## config.mk

```make
export PLATFORM = sky130hd
export DESIGN_NAME = rob_nbank
export DESIGN_NICKNAME = d
export VERILOG_FILES = /design/src/rtl/rob_nbank.sv
export SDC_FILE = /design/constraint.sdc
export NUM_CORES = 1
export LEC_CHECK = 0
export ABC_AREA = 1
export CORE_MARGIN = 3
export CORE_UTILIZATION = 55
export CTS_CLUSTER_SIZE = 10
export DETAILED_ROUTE_END_ITERATION = 6
export PLACE_DENSITY = 0.77
export SLEW_MARGIN = 30
export SYNTH_ARGS = -nofsm -noshare
export SYNTH_HDL_FRONTEND = slang
export SYNTH_SLANG_ARGS = --single-unit
```

## constraint.sdc

```tcl
create_clock -name i_clk -period 3.87 [get_ports i_clk]
set_clock_uncertainty 0.2 [all_clocks]
set_input_delay 0.774 -clock i_clk [delete_from_list [all_inputs] [get_ports i_clk]]
set_output_delay 0.774 -clock i_clk [all_outputs]
set_load 0.01 [all_outputs]
```

## src/rtl/rob_nbank.sv

```systemverilog
// Multi-bank reorder buffer: rows are dispatched and committed in order, with
// per-entry writeback, tail rollback on branch kill and precise-exception flush.

module rob_nbank_bank #(
    parameter int SIZE      = 8,
    parameter int WIDTH_ROW = 3,
    parameter int WIDTH_REG = 7
) (
    input  logic                 i_clk,
    input  logic                 i_rst_n,
    input  logic                 i_dis_en,
    input  logic [WIDTH_ROW-1:0] i_dis_row,
    input  logic                 i_dis_val,
    input  logic [WIDTH_REG-1:0] i_dis_prd,
    input  logic [SIZE-1:0]      i_clr,
    input  logic [SIZE-1:0]      i_wb_clr,
    input  logic [SIZE-1:0]      i_wb_exc,
    input  logic [WIDTH_ROW-1:0] i_head_row,
    output logic                 o_val,
    output logic                 o_busy,
    output logic                 o_exc,
    output logic [WIDTH_REG-1:0] o_prd
);
    logic [SIZE-1:0]                val_q, busy_q, exc_q;
    logic [SIZE-1:0][WIDTH_REG-1:0] prd_q;

    // A fresh dispatch overrides any writeback or clear aimed at the same row.
    always_ff @(posedge i_clk or negedge i_rst_n) begin
        if (!i_rst_n) begin
            val_q  <= '0;
            busy_q <= '0;
            exc_q  <= '0;
            prd_q  <= '0;
        end else begin
            for (int r = 0; r < SIZE; r++) begin
                if (i_dis_en && i_dis_row == WIDTH_ROW'(r)) begin
                    val_q[r]  <= i_dis_val;
                    busy_q[r] <= i_dis_val;
                    exc_q[r]  <= 1'b0;
                    prd_q[r]  <= i_dis_prd;
                end else begin
                    if (i_clr[r])    val_q[r]  <= 1'b0;
                    if (i_wb_clr[r]) busy_q[r] <= 1'b0;
                    if (i_wb_exc[r]) exc_q[r]  <= 1'b1;
                end
            end
        end
    end

    assign o_val  = val_q[i_head_row];
    assign o_busy = busy_q[i_head_row];
    assign o_exc  = exc_q[i_head_row];
    assign o_prd  = prd_q[i_head_row];
endmodule

module rob_nbank #(
    parameter int NBANK     = 4,
    parameter int WIDTH_ROW = 3,
    parameter int WIDTH_REG = 7,
    parameter int NWB       = 4,
    localparam int SIZE     = 1 << WIDTH_ROW,
    localparam int LOG_NB   = $clog2(NBANK),
    localparam int WIDTH_WB = 2 + WIDTH_ROW + LOG_NB
) (
    input  logic                       i_clk,
    input  logic                       i_rst_n,
    input  logic                       i_dis_we,
    input  logic [31:0]                i_dis_pc,
    input  logic [NBANK-1:0]           i_dis_val,
    input  logic [NBANK*WIDTH_REG-1:0] i_dis_prd,
    output logic [WIDTH_ROW-1:0]       o_dis_tag,
    output logic                       o_full,
    output logic                       o_empty,
    input  logic [NWB*WIDTH_WB-1:0]    i_wb,
    input  logic                       i_kill_en,
    input  logic [WIDTH_ROW-1:0]       i_kill_row,
    output logic                       o_com_en,
    output logic [NBANK-1:0]           o_com_val,
    output logic [NBANK*WIDTH_REG-1:0] o_com_prd,
    output logic                       o_exc,
    output logic [31:0]                o_exc_pc
);
    logic [WIDTH_ROW:0]   head_q, head_d, tail_q, tail_d;
    logic [SIZE-1:0][31:0] pc_q;
    logic [WIDTH_ROW-1:0] head_row, kill_off, off;
    logic [WIDTH_ROW:0]   in_flight;

    logic [NBANK-1:0]                h_val, h_busy, h_exc;
    logic [NBANK-1:0][WIDTH_REG-1:0] h_prd;
    logic [NBANK-1:0][SIZE-1:0]      wb_clr, wb_exc;
    logic [SIZE-1:0]                 clr;

    logic row_rdy, any_exc, com_en, flush, kill, dis;

    logic [WIDTH_WB-1:0] pkt;
    int unsigned         pk32, bk, rw;

    assign head_row  = head_q[WIDTH_ROW-1:0];
    assign o_empty   = (head_q == tail_q);
    assign o_full    = (head_row == tail_q[WIDTH_ROW-1:0]) && (head_q[WIDTH_ROW] != tail_q[WIDTH_ROW]);
    assign o_dis_tag = tail_q[WIDTH_ROW-1:0];

    // Head row is ready once every valid lane has completed; empty rows retire at once.
    assign row_rdy = !o_empty && ((h_val & h_busy) == '0);
    assign any_exc = |(h_val & h_exc);
    assign com_en  = row_rdy && !any_exc;
    assign flush   = row_rdy && any_exc;
    assign kill    = i_kill_en && !flush;
    assign dis     = i_dis_we && !o_full && !kill && !flush;

    always_comb begin
        wb_clr = '0;
        wb_exc = '0;
        pkt    = '0;
        pk32   = 0;
        bk     = 0;
        rw     = 0;
        for (int p = 0; p < NWB; p++) begin
            pkt  = i_wb[p*WIDTH_WB +: WIDTH_WB];
            pk32 = 32'(pkt);
            bk   = pk32 % NBANK;
            rw   = (pk32 >> LOG_NB) % SIZE;
            if (pkt[WIDTH_WB-1]) begin
                wb_clr[bk][rw] = 1'b1;
                if (pkt[WIDTH_WB-2]) wb_exc[bk][rw] = 1'b1;
            end
        end
    end

    // Kill drops rows strictly younger than kill_row, measured as distance from head.
    assign kill_off  = i_kill_row - head_row;
    assign in_flight = tail_q - head_q;

    always_comb begin
        clr = '0;
        off = '0;
        for (int r = 0; r < SIZE; r++) begin
            off    = WIDTH_ROW'(r) - head_row;
            clr[r] = flush || (kill && ({1'b0, off} > {1'b0, kill_off}) && ({1'b0, off} < in_flight));
        end
    end

    always_comb begin
        head_d = head_q + (com_en ? 1'b1 : 1'b0);
        tail_d = tail_q;
        if (flush)     tail_d = head_q;
        else if (kill) tail_d = head_q + {1'b0, kill_off} + 1'b1;
        else if (dis)  tail_d = tail_q + 1'b1;
    end

    always_ff @(posedge i_clk or negedge i_rst_n) begin
        if (!i_rst_n) begin
            head_q <= '0;
            tail_q <= '0;
            pc_q   <= '0;
        end else begin
            head_q <= head_d;
            tail_q <= tail_d;
            if (dis) pc_q[o_dis_tag] <= i_dis_pc;
        end
    end

    for (genvar b = 0; b < NBANK; b++) begin : g_bank
        rob_nbank_bank #(
            .SIZE      (SIZE),
            .WIDTH_ROW (WIDTH_ROW),
            .WIDTH_REG (WIDTH_REG)
        ) u_bank (
            .i_clk      (i_clk),
            .i_rst_n    (i_rst_n),
            .i_dis_en   (dis),
            .i_dis_row  (o_dis_tag),
            .i_dis_val  (i_dis_val[b]),
            .i_dis_prd  (i_dis_prd[b*WIDTH_REG +: WIDTH_REG]),
            .i_clr      (clr),
            .i_wb_clr   (wb_clr[b]),
            .i_wb_exc   (wb_exc[b]),
            .i_head_row (head_row),
            .o_val      (h_val[b]),
            .o_busy     (h_busy[b]),
            .o_exc      (h_exc[b]),
            .o_prd      (h_prd[b])
        );
        assign o_com_val[b]                         = com_en & h_val[b];
        assign o_com_prd[b*WIDTH_REG +: WIDTH_REG] = com_en ? h_prd[b] : '0;
    end

    assign o_com_en = com_en;
    assign o_exc    = flush;
    assign o_exc_pc = flush ? pc_q[head_row] : 32'h0;
endmodule

```

==> impl_metrics.yaml <==
pwr:
  swShare_pct: 44.9
  power_density_mw_per_mm2: 969
  p_comb_share_pct: 54.0
  clkPwrFrac_pct: 17.2
  peakVddDrop_v: 0.000695
  leakage_uw: 0.0179
  internal-power_uw: 19300
  fin_total_pwr_uw: 35000
  power_frac_seq_pct: 28.8
  power.switching_uw: 15700
synth:
  synth.avg_cell_area_um2: 7.36
  async_flop_share_pct: 100
  synth_area_mm2: 0.0306
  synth_top_area_share_pct: 47.8
  yosys.cell_types.count: 47
  synth_cells: 4156
  ys_ff_latch: 584
  yosysSeqAreaShare_pct: 47.8
  synth_top_cell_by_area: "dfrtp_1"
  syn_nets: 4295
  synth_enable_flop_cells: 0
  synth_flop_cell: "dfrtp_1"
  synth_area_leaders: "dfrtp_1, nand2_1, nor2_1"
  yosys_warnings: 0
placed_design:
  portBuffers: 169
  placed_area_mm2: 0.0333
  gp_congestion: 1.01
  hpwlAfterDp_mm: 58.4
finish:
  layout.nets: 4397
  fin_area_mm2: 0.0361
  fillers: 4576
  drive_gt1_share_pct: 9.46
  area_growth_pct: 18.1
  multiInputGateArea_mm2: 0.0141
  final-seq-area_mm2: 0.0146
die:
  die-area_mm2: 0.0584
  io_pins: 170
  core_mm2: 0.0545
  start_util_pct: 56.1
  die_x_um: 242
  fp-row-count: 85
  die-height_um: 242
sta:
  hold_slack_ns: 0.0312
  final_max_slew_viol_count: 0
  fin_crit_sh_pct: 101
  timing.slew.headroom_pct: 33.8
  worst_slack_ns: -0.0458
  worst_slew_pin_slew_ns: 0.969
  finalSetupViolCount: 5
  rsz0062_at_grt: "yes"
  period_minus_slack_ns: 3.92
  final_hold_viol_count: 0
  max_freq_mhz: 255
clock_network:
  root_buffer: "clkbuf_16"
  clock_path_buffers: 3
  cts_buffers: 70
  h-tree-depth: 3
  cts_tree: "built"
  clk_pin_slew_worst_paths_ns: 0.06
  clock_sinks: 584
  clk-insertion-delay-late_ns: 0.60
detailed_routing:
  dr_wl_met2_mm: 46.7
  routed-wl-met3_mm: 10.3
  drt_wl_total_mm: 101
  drt_iter0_drc: 3471
  vias_per_cell: 5.87
  via_count: 29500
  first_pass_iters: 6
  ant_nets: 0
  wl_met1_mm: 40.3
  top_layer: "met5"
  remaining_drc_errors: 0
  wl_per_cell_um: 20.1
worst_setup_path:
  reg2reg_depth: 16
  r2r_end: "g_bank[2].u_bank.val_q[0]$_DFFE_PN0P_"
  required_ns: 2.90
  cp_max_fo: 4
  start_kind: "flop"
  r2r_start: "head_q[0]$_DFF_PN0_"
  crit_end: "o_com_val[2]"
  critPathKind: "flop to primary output"
  crit_path_start: "head_q[0]$_DFF_PN0_"
  ff2ff_setup_slack_ns: 0.22
  critPathCaptureType: "primary output"
  worstPathArrival_ns: 2.94
grt:
  grt_overflow_total: 0
  antenna_found_initial: 5
  grt_max_degree: 158
  grt_pass1_vias: 28100
  grt_pass1_wl_mm: 155
  grt_usage_pct: 32.9
min_path:
  hp-class: "input port to async pin"
outcome:
  violations: "setup timing"
  outcome: "finished with violations"
job:
  maxCapViolations: 0
[registers in the layout, indices dropped and copies added (netlist names)]
register              flops
g_bank.u_bank.busy_q     32
g_bank.u_bank.exc_q      32
g_bank.u_bank.prd_q     224
g_bank.u_bank.val_q      32
head_q                    4
pc_q                    256
tail_q                    4
[repair_timing]
action                     CTS  global route
resized for setup          239           165
setup endpoints to repair   66            89
setup buffers                8             6
pin swaps                   14            16
hold buffers                 0             0
gates cloned                 7             8
[power by group through the flow]
stage / sequential [uW] / combinational (uW) / clock, uW
2_1_floorplan: 9720 / 10500 / 0
3_3_place_gp: 9990 / 16300 / 0
3_5_place_dp: 10100 / 16600 / 0
4_1_cts: 10000 / 17200 / 6070
5_1_grt: 10300 / 20700 / 6330
6_report: 10100 / 18900 / 6030
[worst min-delay path by stage]
| stage | startpoint | end | cells after the start |
|---|---|---|---|
| floorplan | pc_q[100]$_DFFE_PN0P_ | pc_q[100]$_DFFE_PN0P_ | 2 |
| global placement | pc_q[181]$_DFFE_PN0P_ | pc_q[181]$_DFFE_PN0P_ | 2 |
| detailed placement | pc_q[106]$_DFFE_PN0P_ | pc_q[106]$_DFFE_PN0P_ | 2 |
| CTS | i_rst_n | g_bank[0].u_bank.exc_q[0]$_DFFE_PN0P_ | 1 |
| global route | i_rst_n | g_bank[0].u_bank.exc_q[0]$_DFFE_PN0P_ | 1 |
| finish | i_rst_n | g_bank[0].u_bank.exc_q[0]$_DFFE_PN0P_ | 1 |
[critical path, stage by stage, from the launching register on]
cell	delay, ns
dfrtp_4	0.52
buf_6	0.16
ha_1	0.31
nand3_1	0.10
nor2_2	0.06
inv_1	0.08
nand2_1	0.08
nor2_4	0.15
nand2_2	0.09
nor2_4	0.13
inv_2	0.06
buf_4	0.16
a21oi_1	0.16
buf_4	0.16
buf_4	0.12
[per-layer routing]
metal  track usage [%]  vias to the layer above
li1                  -                    13500
met1              45.5                    14000
met2              51.9                     1700
met3              6.43                      267
met4              12.4                        2
met5                 0                        -
[cell families (layout without fill, tap and decap cells)]
logic type	after synthesis	count (layout)	synth area share, %
compound gates	620	620	12.1
xor+xnor	10	10	0.287
fa+ha+maj	40	40	1.74
buf+inv	564	687	7.73
flops	584	584	47.8
other cells	0	3	0
simple gates	2338	2338	30.3
[final cells by class]
class | instances | share of cell area (%)
Sequential cell | 584 | 40.5
Multi-Input combinational cell | 3008 | 39.0
Timing Repair inverter | 4 | 0.197
Inverter | 280 | 2.98
Tap cell | 739 | 2.56
Timing Repair Buffer | 310 | 9.22
Clock buffer | 88 | 5.38
Clock inverter | 5 | 0.201
Antenna cell | 3 | 0.0208
[metrics by stage]
step                utilization [%]  setup TNS [ns]  cells  setup WS [ns]
floorplan                         -               0   4156         0.0254
global placement               61.2               0   4899         0.0746
detailed placement             61.2         -0.0125   4899        -0.0125
CTS                            65.3          -0.309   5007        -0.0412
global route                   66.3           -3.40   5021         -0.139
finish                         66.3         -0.0898   5021        -0.0458
[cells in the mapped netlist (60+ instances only)]
library cell  number
a21oi_1          143
buf_2             70
clkbuf_1         159
dfrtp_1          584
inv_1            268
nand2_1         1626
nand3_1          140
nor2_1           423
nor3_1           108
o21ai_0          272
o31ai_1           79
o32ai_1           60
[layout by cell type, fill, tap and decap left out, drive strengths merged, types with 5 or more instances in the layout]
master / n
clkbuf: 120
o32ai: 60
nor3: 108
nor4: 8
a21oi: 143
o22ai: 8
clkdlybuf4s50: 102
nand2: 1627
xor2: 7
buf: 173
a221oi: 8
ha: 36
nor2: 429
a31oi: 5
nand3: 145
o31ai: 79
clkinv: 9
nand4: 20
o2111ai: 6
a2111oi: 10
inv: 279
o21ai: 277
dfrtp: 584
No activity file was read; power rests on OpenSTA's default activity.
